### config.mk
export PLATFORM = sky130hd
export DESIGN_NAME = s2p_lane_arbiter
export DESIGN_NICKNAME = d
export VERILOG_FILES = /design/src/rtl/s2p_pkg.sv /design/src/rtl/s2p_lane_slot.sv /design/src/rtl/s2p_lane_arbiter.sv
export SDC_FILE = /design/constraint.sdc
export NUM_CORES = 1
export LEC_CHECK = 0
export CAP_MARGIN = 10
export CORE_MARGIN = 1.5
export CORE_UTILIZATION = 40
export DETAILED_ROUTE_END_ITERATION = 16
export GPL_TIMING_DRIVEN = 0
export PLACE_DENSITY_LB_ADDON = 0.25
export SLEW_MARGIN = 20
export SYNTH_ARGS = -nofsm -noshare
export SYNTH_HDL_FRONTEND = slang
export SYNTH_SLANG_ARGS = --single-unit
### constraint.sdc
create_clock -name clk -period 5.62 [get_ports clk]
set_input_delay 1.124 -clock clk [delete_from_list [all_inputs] [get_ports clk]]
set_output_delay 1.124 -clock clk [all_outputs]
set_load 0.005 [all_outputs]
### src/rtl/s2p_pkg.sv
// Shared types for the lane arbiter: FSM states, default byte type and the
// lane-index width helper.
package s2p_pkg;

    typedef enum logic [1:0] {
        S_IDLE  = 2'd0,
        S_RUN   = 2'd1,
        S_DRAIN = 2'd2
    } state_t;

    localparam int BYTE_W = 8;
    typedef logic [BYTE_W-1:0] byte_t;

    // Index width for a lane count; never narrower than one bit.
    function automatic int lane_w(input int n);
        return (n > 1) ? $clog2(n) : 1;
    endfunction

endpackage

### src/rtl/s2p_lane_slot.sv
// One-deep holding slot for a single deserializer lane. A byte is accepted
// when the slot is empty or is being drained in the same cycle; otherwise a
// capture request is dropped and reported as a one-cycle overflow pulse.
import s2p_pkg::*;

module s2p_lane_slot #(
    parameter int DATA_W = BYTE_W
) (
    input  logic              clk,
    input  logic              rst_n,
    input  logic              capture,
    input  logic              drain,
    input  logic [DATA_W-1:0] data_in,
    output logic [DATA_W-1:0] data,
    output logic              full,
    output logic              ovf
);

    logic load;

    assign load = capture && (!full || drain);

    // Full flag and overflow pulse; reset empties the slot.
    always_ff @(posedge clk) begin
        if (!rst_n) begin
            full <= 1'b0;
            ovf  <= 1'b0;
        end else begin
            ovf <= capture && full && !drain;
            if (load)
                full <= 1'b1;
            else if (drain)
                full <= 1'b0;
        end
    end

    // Byte storage; contents are only meaningful while full is set.
    always_ff @(posedge clk) begin
        if (load)
            data <= data_in;
    end

endmodule

### src/rtl/s2p_lane_arbiter.sv
// Merges bytes from NUM_LANES deserializer lanes into one valid/ready stream
// through per-lane holding slots, a round-robin scheduler and a registered
// output stage. Optional feature: define S2P_ARB_OVF_CNT_EN to add one
// saturating overflow counter per lane on the ovf_cnt port.
import s2p_pkg::*;

module s2p_lane_arbiter #(
    parameter int NUM_LANES = 4,
    parameter int DATA_W    = 8,
    parameter int OVF_CNT_W = 8,
    localparam int LANE_W   = lane_w(NUM_LANES)
) (
    input  logic                        clk,
    input  logic                        rst_n,
    input  logic                        en,
    input  logic [NUM_LANES-1:0]        lane_valid,
    input  logic [NUM_LANES*DATA_W-1:0] lane_data,
    output logic                        dout_valid,
    output logic [DATA_W-1:0]           dout_data,
    output logic [LANE_W-1:0]           dout_lane,
    input  logic                        dout_ready,
    output logic [NUM_LANES-1:0]        lane_ovf,
    output logic                        busy
`ifdef S2P_ARB_OVF_CNT_EN
    ,
    output logic [NUM_LANES*OVF_CNT_W-1:0] ovf_cnt
`endif
);

    state_t                state, state_nxt;
    logic [NUM_LANES-1:0]  capture;
    logic [NUM_LANES-1:0]  drain;
    logic [NUM_LANES-1:0]  slot_full;
    logic [DATA_W-1:0]     slot_data [NUM_LANES];
    logic [LANE_W-1:0]     rr_ptr;
    logic [LANE_W-1:0]     grant_idx;
    logic                  grant_vld;
    logic                  load_ok;

    // Output register can take a new byte when empty or being consumed.
    assign load_ok = !dout_valid || dout_ready;
    assign capture = (state == S_RUN) ? lane_valid : '0;
    assign busy    = (state != S_IDLE);

    // FSM state register.
    always_ff @(posedge clk) begin
        if (!rst_n)
            state <= S_IDLE;
        else
            state <= state_nxt;
    end

    // FSM next state; DRAIN returns to RUN on en even before it has emptied.
    always_comb begin
        state_nxt = state;
        case (state)
            S_IDLE:  if (en) state_nxt = S_RUN;
            S_RUN:   if (!en) state_nxt = S_DRAIN;
            S_DRAIN: begin
                if (en)
                    state_nxt = S_RUN;
                else if ((slot_full == '0) && !dout_valid)
                    state_nxt = S_IDLE;
            end
            default: state_nxt = S_IDLE;
        endcase
    end

    // Round-robin search: first full slot at or after rr_ptr, with wrap.
    always_comb begin
        grant_vld = 1'b0;
        grant_idx = '0;
        for (int i = 0; i < NUM_LANES; i++) begin
            if (!grant_vld &&
                slot_full[LANE_W'((int'(rr_ptr) + i) % NUM_LANES)]) begin
                grant_vld = 1'b1;
                grant_idx = LANE_W'((int'(rr_ptr) + i) % NUM_LANES);
            end
        end
    end

    for (genvar k = 0; k < NUM_LANES; k++) begin : g_lane
        assign drain[k] = grant_vld && load_ok && (grant_idx == LANE_W'(k));

        s2p_lane_slot #(.DATA_W(DATA_W)) u_slot (
            .clk     (clk),
            .rst_n   (rst_n),
            .capture (capture[k]),
            .drain   (drain[k]),
            .data_in (lane_data[k*DATA_W +: DATA_W]),
            .data    (slot_data[k]),
            .full    (slot_full[k]),
            .ovf     (lane_ovf[k])
        );
    end

    // Output stage: load a granted slot, empty out, or hold under back-pressure.
    always_ff @(posedge clk) begin
        if (!rst_n) begin
            dout_valid <= 1'b0;
            dout_data  <= '0;
            dout_lane  <= '0;
            rr_ptr     <= '0;
        end else if (load_ok && grant_vld) begin
            dout_valid <= 1'b1;
            dout_data  <= slot_data[grant_idx];
            dout_lane  <= grant_idx;
            rr_ptr     <= (grant_idx == LANE_W'(NUM_LANES - 1)) ? '0
                                                                : grant_idx + 1'b1;
        end else if (dout_valid && dout_ready) begin
            dout_valid <= 1'b0;
        end
    end

`ifdef S2P_ARB_OVF_CNT_EN
    for (genvar k = 0; k < NUM_LANES; k++) begin : g_cnt
        logic [OVF_CNT_W-1:0] cnt;

        // Saturating count of dropped bytes; only reset clears it.
        always_ff @(posedge clk) begin
            if (!rst_n)
                cnt <= '0;
            else if (lane_ovf[k] && (cnt != '1))
                cnt <= cnt + 1'b1;
        end

        assign ovf_cnt[k*OVF_CNT_W +: OVF_CNT_W] = cnt;
    end
`endif

endmodule

**Word-level counts from Yosys, hierarchy flattened**

Cells that the tools add are included.
W data, S select, Z words.

- Add/sub/neg operators: 4
- Magnitude comparators: 5
- Eq/ne operators: 8
- Mux-type cells: 40
- Bitwise logic cells: 1
- Reduce and logical (&&, ||, !) cells: 49

Operators with widths:

| cell | number |
|---|---|
| $logic_and A1 B1 Y1 | 22 |
| $mux W1 | 22 |
| $mux W2 | 9 |
| $bmux W8 S2 | 1 |
| $lt A2 B4 Y1 const B | 4 |
| $mux W8 | 2 |
| $logic_not A1 Y1 | 12 |
| $reduce_bool A2 Y1 | 6 |
| $bmux W1 S2 | 4 |
| $eq A2 B2 Y1 const B | 3 |
| $pmux W2 S3 | 1 |
| $logic_or A1 B1 Y1 | 5 |
| $add A2 B1 Y2 const B | 2 |
| $add A2 B2 Y2 const B | 2 |
| $eq A2 B1 Y1 const B | 2 |
| $logic_not A2 Y1 | 2 |
| $logic_not A4 Y1 | 1 |
| $mux W4 | 1 |
| $ne A2 B2 Y1 const B | 2 |
| $ge A3 B3 Y1 const B | 1 |
| $ne A3 B3 Y1 const B | 1 |
| $not A2 Y3 | 1 |
| $reduce_and A3 Y1 | 1 |

- Bits in registers: 55
- Input bits: 40
- Output and inout bits: 16

**Logic depth before layout (Yosys ltp)**

Gate-level depths: netlist (run 1).

- Word-level depth: 18
- Depth in mapped cells: 9
- Depth with buffers taken out: 8

**Cells and area by module**

From an unflattened synthesis (run 1), not the netlist that was laid out.

- Cell total of the unflattened synthesis: 157
- Area, all modules: 2,153.3 µm²

Modules (own cells, without submodules):

| module | times used | cells an instance | area each (µm²) |
|---|---|---|---|
| s2p_lane_slot | 4 | 14 | 314.1 |
| s2p_lane_arbiter | 1 | 101 | 897.1 |

**Least setup slack after synthesis (run 1)**

No wires, ideal clock.

- Path type: flip-flop to flip-flop
- Start: reg rr_ptr[1]
- End: reg g_lane[1].u_slot.data[0] (enable)
- Library setup time: 373 ps
- Arrival: 1,944 ps
- Slack: 3,302 ps
- Cell stages (with the launch flop): 9
- Path buffers: 2
- Path through: dfxtp_1 -> buf_6 -> mux2i_1 -> a221oi_2 -> buf_4 -> ha_1 -> inv_1 -> o21ai_0 -> nor2b_1

- Cells in the longest elaborated chain, start to end: 17
- Elaborated cells on any way between the ends: 34

RTL lines:

| element | line | RTL |
|---|---|---|
| from (decl) | s2p_lane_arbiter.sv:35 | `logic [LANE_W-1:0] rr_ptr;` |
| from (signal assigned) | s2p_lane_arbiter.sv:108 | `rr_ptr <= (grant_idx == LANE_W'(NUM_LANES - 1)) ? '0` |
| parallel branches: the longest is 12 deep, another holds $add A2 B1 Y2 | -- |  |
| $mux W2 * | s2p_lane_arbiter.sv:74 | `if (!grant_vld &&` |
| named net grant_idx[0] | s2p_lane_arbiter.sv:36 | `logic [LANE_W-1:0] grant_idx;` |
| $eq A2 B1 Y1 * | s2p_lane_arbiter.sv:83 | `assign drain[k] = grant_vld && load_ok && (grant_idx == LANE_W'(k));` |
| $logic_and A1 B1 Y1 * | s2p_lane_arbiter.sv:83 |  |
| $logic_or A1 B1 Y1 * | s2p_lane_slot.sv:21 | `assign load = capture && (!full \|\| drain);` |
| $logic_and A1 B1 Y1 * | s2p_lane_slot.sv:21 |  |
| named net g_lane[1].u_slot.load | s2p_lane_slot.sv:19 | `logic load;` |
| to (signal assigned) | s2p_lane_slot.sv:40 | `data <= data_in;` |
| to (decl) | s2p_lane_slot.sv:14 | `output logic [DATA_W-1:0] data,` |

Mark *: on every way through the listed nets, which the timed path passes. The select of a mux whose other input is x is not followed.
A chain may end at the register's enable or synchronous reset.

**Final worst setup path (run 1)**

- Start: in dout_ready
- End: reg g_lane[0].u_slot.data[1] (enable)

- Cells in the longest elaborated chain, start to end: 5

RTL lines:

| element | line | RTL |
|---|---|---|
| from (decl) | s2p_lane_arbiter.sv:21 | `input logic dout_ready,` |
| $logic_or A1 B1 Y1 | s2p_lane_arbiter.sv:41 | `assign load_ok = !dout_valid \|\| dout_ready;` |
| $logic_and A1 B1 Y1 (2 in series) | s2p_lane_arbiter.sv:83 |  |
| $logic_or A1 B1 Y1 | s2p_lane_slot.sv:21 |  |
| $logic_and A1 B1 Y1 | s2p_lane_slot.sv:21 |  |
| named net g_lane[0].u_slot.load | s2p_lane_slot.sv:19 |  |
| to (signal assigned) | s2p_lane_slot.sv:40 |  |
| to (decl) | s2p_lane_slot.sv:14 |  |

The timed path passes the listed nets, and every way through them passes these cells.

==> results.sh, run 1 <==
export IMPL_synthToLayoutAreaGrowth_pct=33.0
export IMPL_rr_startpoint="g_lane[3].u_slot.full$_SDFFE_PN0P_"
export IMPL_grtUsageTotal_pct=15.9
export IMPL_io_buffers=55
export IMPL_initial_utilization_pct=42.5
export IMPL_synth_cell_types=26
export IMPL_yosys_warnings=0
export IMPL_p_leak_nw=1.04
export IMPL_clk_latency_ns=0.30
export IMPL_cts_buffer_depth=2
export IMPL_ios=56
export IMPL_first_iter_violations=109
export IMPL_rsz0062_at_grt="no"
export IMPL_overflow=0
export IMPL_setup_viol=0
export IMPL_peakVddDrop_uv=200
export IMPL_pre_cts_slack_ns=2.53
export IMPL_finalHoldViolations=0
export IMPL_synth_fp_nets=218
export IMPL_relSlewSlack_pct=47.2
export IMPL_timing_rr_end="g_lane[1].u_slot.data[3]$_DFFE_PP_"
export IMPL_cellPowerDensity_nw_per_um2=270
export IMPL_seq_area_frac_synth_pct=64.2
export IMPL_fin_skew_ns=0.00914
export IMPL_grt_pass1_wl_um=7210
export IMPL_cp_start_kind="input port"
export IMPL_setup_slack_ns=2.87
export IMPL_tightestPinTransition_ns=0.790
export IMPL_cts_setup_buffers=0
export IMPL_dp_hpwl_um=3390
export IMPL_postRouteAntennaNets=0
export IMPL_rrSetupSlack_ns=2.89
export IMPL_drcViolationCount=0
export IMPL_final_util_pct=56.5
export IMPL_drv_slew=0
export IMPL_clk_pin_slew_ns=0.09
export IMPL_grt_max_degree=17
export IMPL_hold_path_depth=2
export IMPL_finalNetCount=280
export IMPL_netlist_instances=174
export IMPL_vias=1529
export IMPL_multi_input_area_um2=671
export IMPL_seqCellArea_um2=1420
export IMPL_hp_start="dout_lane[0]$_SDFFE_PN0N_"
export IMPL_wirelength_um=4540
export IMPL_synth_top_area_share_pct=43.4
export IMPL_worstSetupPathType="input port to register"
export IMPL_yosysTopAreaCell="edfxtp_1"
export IMPL_dp_cells=299
export IMPL_dieArea_um2=5990
export IMPL_post_route_cells_drive_above_1_share_pct=8.44
export IMPL_fp_dieH_um=77.4
export IMPL_routabilityCongestion=0.860
export IMPL_min_path_type="register to register"
export IMPL_post_cts_resized=0
export IMPL_antenna_cells=0
export IMPL_status="finished clean"
export IMPL_final_common_cell="clkdlybuf4s50_1"
export IMPL_wire_per_inst_um=14.8
export IMPL_fillCellCount=463
export IMPL_cts_sinks=55
export IMPL_ys_ff_latch=55
export IMPL_r2r_cells=7
export IMPL_tns_ns=0
export IMPL_critPathRequiredTime_ns=5.56
export IMPL_cts_tree="done"
export IMPL_final_cell_mix="55 x clkdlybuf4s50_1, 32 x edfxtp_1, 23 x dfxtp_1, 18 x mux2i_1, 15 x nand2_1"
export IMPL_via_per_inst=4.98
export IMPL_period_needed_ns=2.75
export IMPL_fp_coreArea_um2=5200
export IMPL_htree_levels=2
export IMPL_grt_pass1_vias=1496
export IMPL_antenna_found_initial=0
export IMPL_max_freq_ghz=0.364
export IMPL_drv_cap=0
export IMPL_cts_buffers_inserted=5
export IMPL_holdPathEnd="dout_lane[0]$_SDFFE_PN0N_"
export IMPL_placementRows=26
export IMPL_drt_pass1_iter_count=4
export IMPL_ys_top_cells_by_area="edfxtp_1 43%, dfxtp_1 21%, mux2i_1 8.1%"
export IMPL_root_buffer="clkbuf_8"
export IMPL_cp_end_kind="register"
export IMPL_worstPathArrival_ns=2.68
export IMPL_path_max_fanout=8
export IMPL_syn_area_per_cell_um2=12.7
export IMPL_dieWidth_um=77.4
export IMPL_fin_crit_sh_pct=48.9
export IMPL_fin_cells=307
export IMPL_ctsHoldBuffers=0
export IMPL_syn_area_um2=2210
-- critical path: stages --
cell and delay (ns):
clkdlybuf4s50_1 0.48, nor2b_1 0.11, o21ai_0 0.30, nor2b_1 0.67
-- metal layers --
layer  up-vias  share of wire, %  wire, µm  track usage, %
met4         0              0.64        29            5.45
met2        46                52      2360            27.9
li1        750                 -         -               -
met3         4               4.0       183            3.53
met1       729                43      1970            19.2
met5         -                 0         0               0
-- flip-flops by register name, summed over array words and instances (netlist names) --
signal              cells
g_lane.u_slot.full      4
state                   2
g_lane.u_slot.ovf       4
rr_ptr                  2
dout_lane               2
dout_valid              1
g_lane.u_slot.data     32
dout_data               8
-- report_power, final --
group	switching (mW)	internal, mW	leakage (nW)
registers	0.0111	0.446	0.480
clock network	0.120	0.0997	0.0482
logic	0.0522	0.0674	0.510
-- area by class of cell --
class,instances,area share [%]
sequential,55,48.3
multi-input combinational,101,22.8
timing repair buffer,55,18.7
buffer,10,3.10
tap,70,2.98
clock buffer,7,2.93
inverter,8,1.02
clock inverter,1,0.170
-- per-stage QoR --
step / power (mW) / cell area [µm²] / hold slack [ns]
3_5_place_dp: 0.586 / 2850 / 0.460
6_report: 0.796 / 2940 / 0.470
3_3_place_gp: 0.584 / 2850 / 0.454
4_1_cts: 0.802 / 2940 / 0.474
2_1_floorplan: 0.523 / 2210 / 0.432
5_1_grt: 0.829 / 2940 / 0.502
-- synthesized netlist by cell type --
| library cell | count |
|---|---|
| inv_1 | 8 |
| nand4_1 | 2 |
| nand3_1 | 9 |
| edfxtp_1 | 32 |
| nor2b_1 | 9 |
| nor2_1 | 7 |
| or4_1 | 1 |
| buf_6 | 3 |
| nor4_1 | 1 |
| a221oi_2 | 1 |
| nand2_1 | 15 |
| a21oi_1 | 10 |
| o21ai_0 | 6 |
| nor3_1 | 2 |
| and2_1 | 1 |
| mux2i_1 | 18 |
| or2_2 | 2 |
| a311o_2 | 1 |
| ha_1 | 4 |
| and3b_1 | 1 |
| dlymetal6s2s_1 | 1 |
| dfxtp_1 | 23 |
| buf_4 | 6 |
| o21ai_1 | 2 |
| o221ai_1 | 8 |
| nand2b_1 | 1 |
-- kinds of logic after synthesis --
kind of cell    count (synthesis)  share of synthesized area (%)
simple gates                   51                           11.5
mux                            18                           8.14
buf+inv                        18                           5.48
flops                          55                           64.2
compound gates                 28                           8.42
fa+ha+maj                       4                           2.26
-- worst max-delay path by stage --
stage | startpoint | end | slack [ns]
final | dout_ready | g_lane[0].u_slot.data[1]$_DFFE_PP_ | 2.87
after global routing | g_lane[3].u_slot.full$_SDFFE_PN0P_ | g_lane[3].u_slot.data[0]$_DFFE_PP_ | 2.59
after CTS | dout_ready | g_lane[1].u_slot.data[4]$_DFFE_PP_ | 2.84
after detailed placement | dout_ready | g_lane[1].u_slot.data[0]$_DFFE_PP_ | 2.53
after global placement | dout_ready | g_lane[1].u_slot.data[0]$_DFFE_PP_ | 2.55
after floorplan | rr_ptr[1]$_SDFFE_PN0N_ | g_lane[1].u_slot.data[0]$_DFFE_PP_ | 3.30
Note: power is estimated with default switching activity, not from simulation.
==> run 2, diff against run 1 <==
Clock period 5.62 ns to 2.7 ns, I/O delays scaled along.
==> run 2 against run 1 <==
Net effect:
- routed wire length down 0.29%
- clock skew down 0.0014 ns
- register-to-register slack worse by 2.6 ns
- core utilization up 0.48 points
- combinational power up 110%
- hold slack about the same
- clock power up 110%
- largest cell class unchanged
- highest routed layer unchanged
==> results.sh, run 2 (synthesis gave the netlist of run 1 again) <==
export IMPL_fp_coreArea_um2=5200
export IMPL_final_cell_mix="55 x clkdlybuf4s50_1, 32 x edfxtp_1, 23 x dfxtp_1, 18 x mux2i_1, 15 x nand2_1"
export IMPL_vias=1543
export IMPL_grt_max_degree=17
export IMPL_wire_per_inst_um=14.8
export IMPL_grt_pass1_wl_um=7200
export IMPL_dp_hpwl_um=3390
export IMPL_wirelength_um=4530
export IMPL_clk_pin_slew_ns=0.09
export IMPL_cp_end_kind="register"
export IMPL_multi_input_area_um2=696
export IMPL_setup_viol=0
export IMPL_overflow=0
export IMPL_io_buffers=55
export IMPL_drcViolationCount=0
export IMPL_switching_power_mw=0.380
export IMPL_max_freq_ghz=0.417
export IMPL_final_util_pct=57.0
export IMPL_cts_sinks=55
export IMPL_timing_hold_ws_ns=0.470
export IMPL_fp_dieH_um=77.4
export IMPL_final_common_cell="clkdlybuf4s50_1"
export IMPL_netSwitchingFraction_pct=22.9
export IMPL_drv_cap=0
export IMPL_period_needed_ns=2.40
export IMPL_largest_register_ffs=32
export IMPL_fin_crit_sh_pct=88.9
export IMPL_htree_levels=2
export IMPL_clkPwrFrac_pct=27.4
export IMPL_placementRows=26
export IMPL_synthToLayoutAreaGrowth_pct=34.1
export IMPL_path_max_fanout=11
export IMPL_routabilityCongestion=0.860
export IMPL_grtUsageTotal_pct=15.9
export IMPL_via_per_inst=5.03
export IMPL_finalNetCount=280
export IMPL_cts_tree="done"
export IMPL_tightestPinTransition_ns=0.507
export IMPL_peakVddDrop_uv=416
export IMPL_post_route_cells_drive_above_1_share_pct=10.1
export IMPL_fillCellCount=462
export IMPL_dieArea_um2=5990
export IMPL_fin_skew_ns=0.00772
export IMPL_rrSetupSlack_ns=0.30
export IMPL_ios=56
export IMPL_rsz0062_at_grt="no"
export IMPL_hold_path_depth=2
export IMPL_status="finished clean"
export IMPL_initial_utilization_pct=42.5
export IMPL_ctsHoldBuffers=0
export IMPL_drt_pass1_iter_count=5
export IMPL_cts_buffers_inserted=5
export IMPL_r2r_cells=7
export IMPL_dieWidth_um=77.4
export IMPL_relSlewSlack_pct=65.9
export IMPL_seqCellArea_um2=1420
export IMPL_largest_register="g_lane.u_slot.data"
export IMPL_reg_top3="g_lane.u_slot.data (32), dout_data (8)"
export IMPL_finalHoldViolations=0
export IMPL_antenna_cells=0
export IMPL_cp_start_kind="register"
export IMPL_drv_slew=0
export IMPL_p_int_mw=1.28
export IMPL_worstSetupPathType="register to register"
export IMPL_min_path_type="register to register"
export IMPL_cts_setup_buffers=0
export IMPL_critPathRequiredTime_ns=2.69
export IMPL_combPwrFrac_pct=15.2
export IMPL_grt_pass1_vias=1495
export IMPL_cellPowerDensity_nw_per_um2=559
export IMPL_p_leak_nw=1.07
export IMPL_cts_buffer_depth=2
export IMPL_worstPathArrival_ns=2.39
export IMPL_antenna_found_initial=0
export IMPL_postRouteAntennaNets=0
export IMPL_power_frac_seq_pct=57.4
export IMPL_root_buffer="clkbuf_8"
export IMPL_first_iter_violations=121
export IMPL_clk_latency_ns=0.30
==> run 2: cell count changes in the layout (fill, tap and decap cells not counted) <==
cell	previous run	this run
nor2b_1	9	5
nor2b_4	0	3
nor2b_2	0	1
==> run 2: worst paths after layout <==
check | start | end
worst min-delay path | dout_lane[0]$_SDFFE_PN0N_ | dout_lane[0]$_SDFFE_PN0N_
worst max register to register | g_lane[3].u_slot.full$_SDFFE_PN0P_ | g_lane[1].u_slot.data[3]$_DFFE_PP_
worst max-delay path | g_lane[3].u_slot.full$_SDFFE_PN0P_ | g_lane[1].u_slot.data[3]$_DFFE_PP_
worst min register to register | dout_lane[0]$_SDFFE_PN0N_ | dout_lane[0]$_SDFFE_PN0N_
==> run 2: per-layer routing <==
| layer | share of wire, % | global-route usage, % | vias to the layer above |
|---|---|---|---|
| met5 | 0 | 0 | - |
| met4 | 0.71 | 5.45 | 0 |
| met3 | 4.4 | 3.53 | 4 |
| met2 | 53 | 27.9 | 50 |
| met1 | 42 | 19.2 | 738 |
| li1 | - | - | 751 |
==> run 2: layout make-up <==
| type | instances | share of cell area (%) |
|---|---|---|
| Tap cell | 70 | 2.95 |
| Sequential cell | 55 | 47.9 |
| Buffer | 10 | 3.08 |
| Inverter | 8 | 1.01 |
| Timing Repair Buffer | 55 | 18.5 |
| Clock inverter | 1 | 0.169 |
| Multi-Input combinational cell | 101 | 23.4 |
| Clock buffer | 7 | 2.91 |
==> run 2: per-stage QoR <==
step / TNS, ns / setup slack [ns] / instances / power (mW) / area (µm²)
floorplan: 0 / 0.382 / 174 / 1.09 / 2210
global placement: -0.180 / -0.0172 / 299 / 1.22 / 2850
detailed placement: -0.637 / -0.0526 / 299 / 1.22 / 2850
CTS: 0 / 0.0880 / 307 / 1.67 / 2950
global route: 0 / 0.0706 / 307 / 1.73 / 2970
finish: 0 / 0.299 / 307 / 1.66 / 2970
==> run 2: worst max-delay path: stages, from the launching register on <==
cell and delay [ns]:
dfxtp_1 0.46, mux2i_1 0.13, a221oi_2 0.35, buf_4 0.27
ha_1 0.17, inv_1 0.03, o21ai_0 0.31, nor2b_4 0.36
==> run 2: power groups by stage <==
stage	Combinational, mW	Clock [mW]	Sequential [mW]
3_5_place_dp	0.248	0	0.971
4_1_cts	0.251	0.468	0.951
6_report	0.252	0.454	0.951
2_1_floorplan	0.122	0	0.966
3_3_place_gp	0.245	0	0.970
5_1_grt	0.275	0.498	0.956
==> run 2: timing repair <==
action / in CTS / in global routing
pin swaps: 0 / 0
endpoints found under the setup margin: 24 / 32
resized for setup: 3 / 4
==> run 3, diff against run 2 <==
Settings changed: CTS_CLUSTER_SIZE set to 10.
==> results of run 3 <==
Same layout as run 2: the final DEF is identical, and so are final timing and power.
